--- src/rtl/async_fifo_wptr_full.sv ---
// -----------------------------------------------------------------------------
// async_fifo_wptr_full
//
// Write-side pointer and full-flag generator for an asynchronous FIFO.
// Everything here runs in the write clock domain. The block qualifies write
// requests against the full flag and advances the binary write pointer that
// addresses the FIFO memory. It publishes a registered Gray-coded write pointer
// for the read domain. It also brings the read domain's Gray pointer across a
// 2-flop synchronizer to derive full, fill level and sticky overflow.
//
// Ports:
//   write_clk     in   1     write-domain clock (only clock in this block)
//   async_rst     in   1     active-low reset, sampled synchronously on write_clk
//   write_en      in   1     write request from the producer
//   rptr_gray_in  in   AW+1  Gray read pointer from the read domain (async)
//   overflow_clr  in   1     clears the sticky overflow flag
//   waddr         out  AW+1  binary write pointer; memory uses waddr[AW-1:0]
//   wptr_gray     out  AW+1  registered Gray write pointer to the read domain
//   full          out  1     registered full flag
//   wr_level      out  AW+1  write-side fill estimate, 0..DEPTH
//   overflow      out  1     sticky: a write was attempted while full
//   almost_full   out  1     only when ASYNC_FIFO_ALMOST_FULL_EN is defined
//
// Build option:
//   ASYNC_FIFO_ALMOST_FULL_EN - adds the registered almost_full output, which
//   asserts when the fill level is at or above AF_THRESHOLD.
// -----------------------------------------------------------------------------
module async_fifo_wptr_full #(
  parameter int DEPTH        = 16,
  parameter int AF_THRESHOLD = 12,
  localparam int AW          = $clog2(DEPTH)
) (
  input  logic          write_clk,
  input  logic          async_rst,
  input  logic          write_en,
  input  logic [AW:0]   rptr_gray_in,
  input  logic          overflow_clr,
  output logic [AW:0]   waddr,
  output logic [AW:0]   wptr_gray,
  output logic          full,
  output logic [AW:0]   wr_level,
  output logic          overflow
`ifdef ASYNC_FIFO_ALMOST_FULL_EN
  ,
  output logic          almost_full
`endif
);

  // Reject illegal configurations at elaboration time.
  if ((DEPTH < 4) || ((DEPTH & (DEPTH - 1)) != 0)) begin : g_bad_depth
    $error("DEPTH must be a power of 2 and at least 4");
  end
  if ((AF_THRESHOLD < 1) || (AF_THRESHOLD > DEPTH)) begin : g_bad_af
    $error("AF_THRESHOLD must lie in 1..DEPTH");
  end

  // Gray to binary: each binary bit is the XOR of all Gray bits at or above it.
  function automatic logic [AW:0] gray2bin(input logic [AW:0] g);
    logic [AW:0] b;
    b[AW] = g[AW];
    for (int i = AW - 1; i >= 0; i--) begin
      b[i] = b[i+1] ^ g[i];
    end
    return b;
  endfunction

  function automatic logic [AW:0] bin2gray(input logic [AW:0] b);
    return b ^ (b >> 1);
  endfunction

  logic [AW:0] r_wbin;
  logic [AW:0] r_wgray;
  logic [AW:0] r_rq_p1;
  logic [AW:0] r_rq_p2;
  logic        r_full;
  logic        r_overflow;

  logic        w_accept;
  logic [AW:0] w_wbin_next;
  logic [AW:0] w_wgray_next;
  logic [AW:0] w_full_gray;
  logic        w_full_next;
  logic [AW:0] w_rbin_sync;

  // Next-pointer computation; the adder wraps modulo 2^(AW+1).
  assign w_accept     = write_en & ~r_full;
  assign w_wbin_next  = r_wbin + {{AW{1'b0}}, w_accept};
  assign w_wgray_next = bin2gray(w_wbin_next);

  // Full when the write pointer is exactly one lap ahead of the synchronized
  // read pointer: in Gray code that means the top two bits are inverted.
  // Using the stale rq2 can only hold full longer, never release it early.
  assign w_full_gray  = {~r_rq_p2[AW:AW-1], r_rq_p2[AW-2:0]};
  assign w_full_next  = (w_wgray_next == w_full_gray);

  assign w_rbin_sync  = gray2bin(r_rq_p2);

  // ---- stage p1/p2: read-pointer synchronizer, pointer and flag registers ----
  always_ff @(posedge write_clk) begin
    if (!async_rst) begin
      r_wbin     <= '0;
      r_wgray    <= '0;
      r_rq_p1    <= '0;
      r_rq_p2    <= '0;
      r_full     <= 1'b0;
      r_overflow <= 1'b0;
    end else begin
      r_wbin     <= w_wbin_next;
      r_wgray    <= w_wgray_next;
      r_rq_p1    <= rptr_gray_in;
      r_rq_p2    <= r_rq_p1;
      r_full     <= w_full_next;
      // Set wins over clear when both happen in the same cycle.
      if (write_en && r_full) begin
        r_overflow <= 1'b1;
      end else if (overflow_clr) begin
        r_overflow <= 1'b0;
      end
    end
  end

  assign waddr     = r_wbin;
  assign wptr_gray = r_wgray;
  assign full      = r_full;
  assign overflow  = r_overflow;
  assign wr_level  = r_wbin - w_rbin_sync;

`ifdef ASYNC_FIFO_ALMOST_FULL_EN
  localparam logic [AW:0] AF_TH = (AW+1)'(AF_THRESHOLD);

  logic        r_almost_full;
  logic [AW:0] w_rbin_sync_next;
  logic [AW:0] w_level_next;

  // Look one edge ahead so almost_full is registered yet aligned with full:
  // rq1 is the value that rq2 takes on this edge.
  assign w_rbin_sync_next = gray2bin(r_rq_p1);
  assign w_level_next     = w_wbin_next - w_rbin_sync_next;

  // ---- stage p2: almost-full flag register ----
  always_ff @(posedge write_clk) begin
    if (!async_rst) begin
      r_almost_full <= 1'b0;
    end else begin
      r_almost_full <= (w_level_next >= AF_TH);
    end
  end

  assign almost_full = r_almost_full;
`endif

endmodule

--- config.mk ---
export PLATFORM = sky130hd
export DESIGN_NAME = async_fifo_wptr_full
export DESIGN_NICKNAME = d
export VERILOG_FILES = /design/src/rtl/async_fifo_wptr_full.sv
export SDC_FILE = /design/constraint.sdc
export NUM_CORES = 1
export LEC_CHECK = 0
export CAP_MARGIN = 30
export CELL_PAD_IN_SITES_DETAIL_PLACEMENT = 1
export CELL_PAD_IN_SITES_GLOBAL_PLACEMENT = 1
export CORE_ASPECT_RATIO = 1.75
export CORE_UTILIZATION = 39
export DETAILED_ROUTE_END_ITERATION = 8
export PLACE_DENSITY_LB_ADDON = 0.1
export SKIP_LAST_GASP = 1
export SLEW_MARGIN = 20
export SYNTH_ARGS = -nofsm -noshare
export SYNTH_HDL_FRONTEND = slang
export SYNTH_SLANG_ARGS = --single-unit
--- constraint.sdc ---
create_clock -name write_clk -period 4.1 [get_ports write_clk]
set_clock_uncertainty 0.05 [all_clocks]
set_input_delay 0.82 -clock write_clk [delete_from_list [all_inputs] [get_ports write_clk]]
set_output_delay 0.82 -clock write_clk [all_outputs]
set_load 0.01 [all_outputs]
==> impl_metrics.ini <==
[finish]
area_growth_pct = 30.08
layout_common_cells = clkdlybuf4s50_1 (25), dfxtp_1 (21), and2_1 (20)
seqCellArea_sq_um = 420.4
final_layout_size_suffix_gt1_share_pct = 6.452
n_fill_cell = 291
multi_input_area_sq_um = 578.1
n_antenna_cell = 0
final_cells = 150
final_common_cell = clkdlybuf4s50_1
layout.nets = 141

[synthesis]
synthTopCellsByArea = dfxtp_1 (40%), and2_1 (12%), xnor2_1 (7.6%)
ys_types = 25
async_flop_share_pct = 0
ys_warn_count = 0
synth.net_count = 114
synth_edf_count = 0
synthCells = 98
yosysTopAreaCellShare_pct = 40.43
synthesis.area_sq_mm = 0.001040
synth_area_leader_cell = dfxtp_1
syn_area_per_cell_sq_um = 10.61
ys_seq_area_share_pct = 40.43
synth_ff_type = dfxtp_1
ys_ff_latch = 21

[timing]
finalSetupViolCount = 0
fin_tns_setup_ns = 0
rsz0062_at_grt = false
fin_crit_sh_pct = 92.15
hold_violations = 0
final-max-slew-violation-count = 0
max_freq_mhz = 264.7
slew_headroom_pct = 64.86
holdWs_ns = 0.3776
worst_pin_slew_ns = 0.5254
fin_crit_ns = 3.778

[clock_tree]
insertion_delay_ns = 0.26
cts_root_buf = clkbuf_8
cts.clk_slew.worst_paths_ns = 0.07
cts_tree = built
post_cts_buffers = 0
ctsHoldBuffers = 0
clock-sinks = 21
numCtsBuffers = 3
clockBufferDepth = 2
htree_levels = 1
ctsResizeCount = 0

[power]
power_uw = 491.4
ir_worst_vdd_uv = 223.8
p_leak_nw = 0.5882
pwr_density_cell_mw_per_mm2 = 363.3

[critical_path]
rr_worst_depth = 7
critical_path_class = flop to output port
cp-start-kind = flop
cp-startpoint = r_rq_p2[4]
rr_startpoint = full
endpoint_kind = output port
critPathRequiredTime_ns = 3.23
r2r_setup_slack_ns = 2.09
cp.arrival_ns = 2.91
critPathMaxFanout = 3
regToRegEndpoint = full

[placed_design]
dpl.cell_count = 146
portBuffers = 25
place.gp.congestion = 0.6827
place.detailed.hpwl_um = 1489

[detailed_routing]
drt_iter0_drc = 5
vias = 721
drcViolationCount = 0
dr.pass1.iters = 4
ant_nets = 0
wl_um = 1844
via_per_inst = 4.807
wire_per_inst_um = 12.29

[min_path]
worstHoldPathType = flop to flop
hold_depth = 1
min_to = r_rq_p2[2]
min_from = r_rq_p1[2]

[status]
status = finished, final reports clean

[floorplan]
rows = 24
die_w_um = 41.03
core_region_area_sq_mm = 0.002522
die_h_um = 70.31
die_area_sq_mm = 0.002885
initial_core_util_pct = 41.22
io_pins = 26

[global_routing]
grt_pass1_vias = 721
grt_use_total_pct = 15.99
grt_first_pass_wirelength_um = 3098
overflow = 0
antenna_found_initial = 0
grt_max_degree = 22

[flow_run]
maxCapViolCount = 0
-- metrics by stage --
stage	utilization (%)	instance area, sq um	worst slack (ns)
after floorplan	-	1040	1.180
after global placement	51.84	1308	0.6695
after detailed placement	51.84	1308	0.5772
after CTS	53.62	1353	0.2848
after global routing	53.62	1353	0.08171
final	53.62	1353	0.3217
-- sequential cells by signal (all words and copies together), names as in the netlist --
name and cells:
r_rq_p2 5, r_rq_p1 5, waddr 5, full 1
overflow 1, wptr_gray 4
-- critical path, cell delays in order (launching register included) --
cell and delay (ns):
dfxtp_1 0.34, xnor2_2 0.22, xor2_2 0.23, xor2_2 0.23, xnor2_1 0.15, ha_1 0.20
fa_1 0.21, inv_1 0.05, a21o_1 0.15, a21oi_1 0.17, xor2_1 0.15, clkdlybuf4s50_1 0.54
-- worst max path at each step --
stage | slack (ns) | depth (start not counted) | to
3_5_place_dp | 0.58 | 11 | wr_level[4]
6_report | 0.32 | 11 | wr_level[4]
2_1_floorplan | 1.18 | 10 | wr_level[4]
5_1_grt | 0.08 | 11 | wr_level[4]
4_1_cts | 0.28 | 11 | wr_level[4]
3_3_place_gp | 0.67 | 11 | wr_level[4]
-- per-layer routing --
| metal | track usage, % | up-vias | share of wire, % |
|---|---|---|---|
| met5 | 0 | - | 0 |
| met4 | 11.11 | 0 | 3.0 |
| met3 | 1.905 | 4 | 2.8 |
| met2 | 27.43 | 21 | 56 |
| met1 | 15.57 | 337 | 38 |
| li1 | - | 359 | - |
-- area by class of cell --
class                      count  area share, %
tap                           26          2.405
multi-input combinational     67          42.74
inverter                       7          1.943
timing repair buffer          25          18.50
sequential                    21          31.08
clock buffer                   4          3.330
-- report_power, final --
| part | internal, mW | switching [mW] |
|---|---|---|
| clock network | 0.0693 | 0.0655 |
| registers | 0.214 | 0.00668 |
| logic | 0.0803 | 0.0560 |
-- cells in the mapped netlist, types with 4 or more instances --
library cell and number:
dfxtp_1 21, and2_1 20, xor2_1 7, ha_1 6, inv_1 7, nand2_1 4, xnor2_1 9
-- kinds of logic (layout without fill, tap and decap cells) --
group / Yosys count / in the layout / synth area share, %
flip-flops: 21 / 21 / 40.43
buffers and inverters: 10 / 36 / 3.972
AO/OA/AOI/OAI: 7 / 7 / 4.934
adder cells (fa/ha/maj): 7 / 7 / 9.145
XOR/XNOR: 21 / 21 / 22.74
AND/OR/NAND/NOR: 31 / 31 / 17.81
multiplexers: 1 / 1 / 0.9627
(Power assumes the default switching activity.)
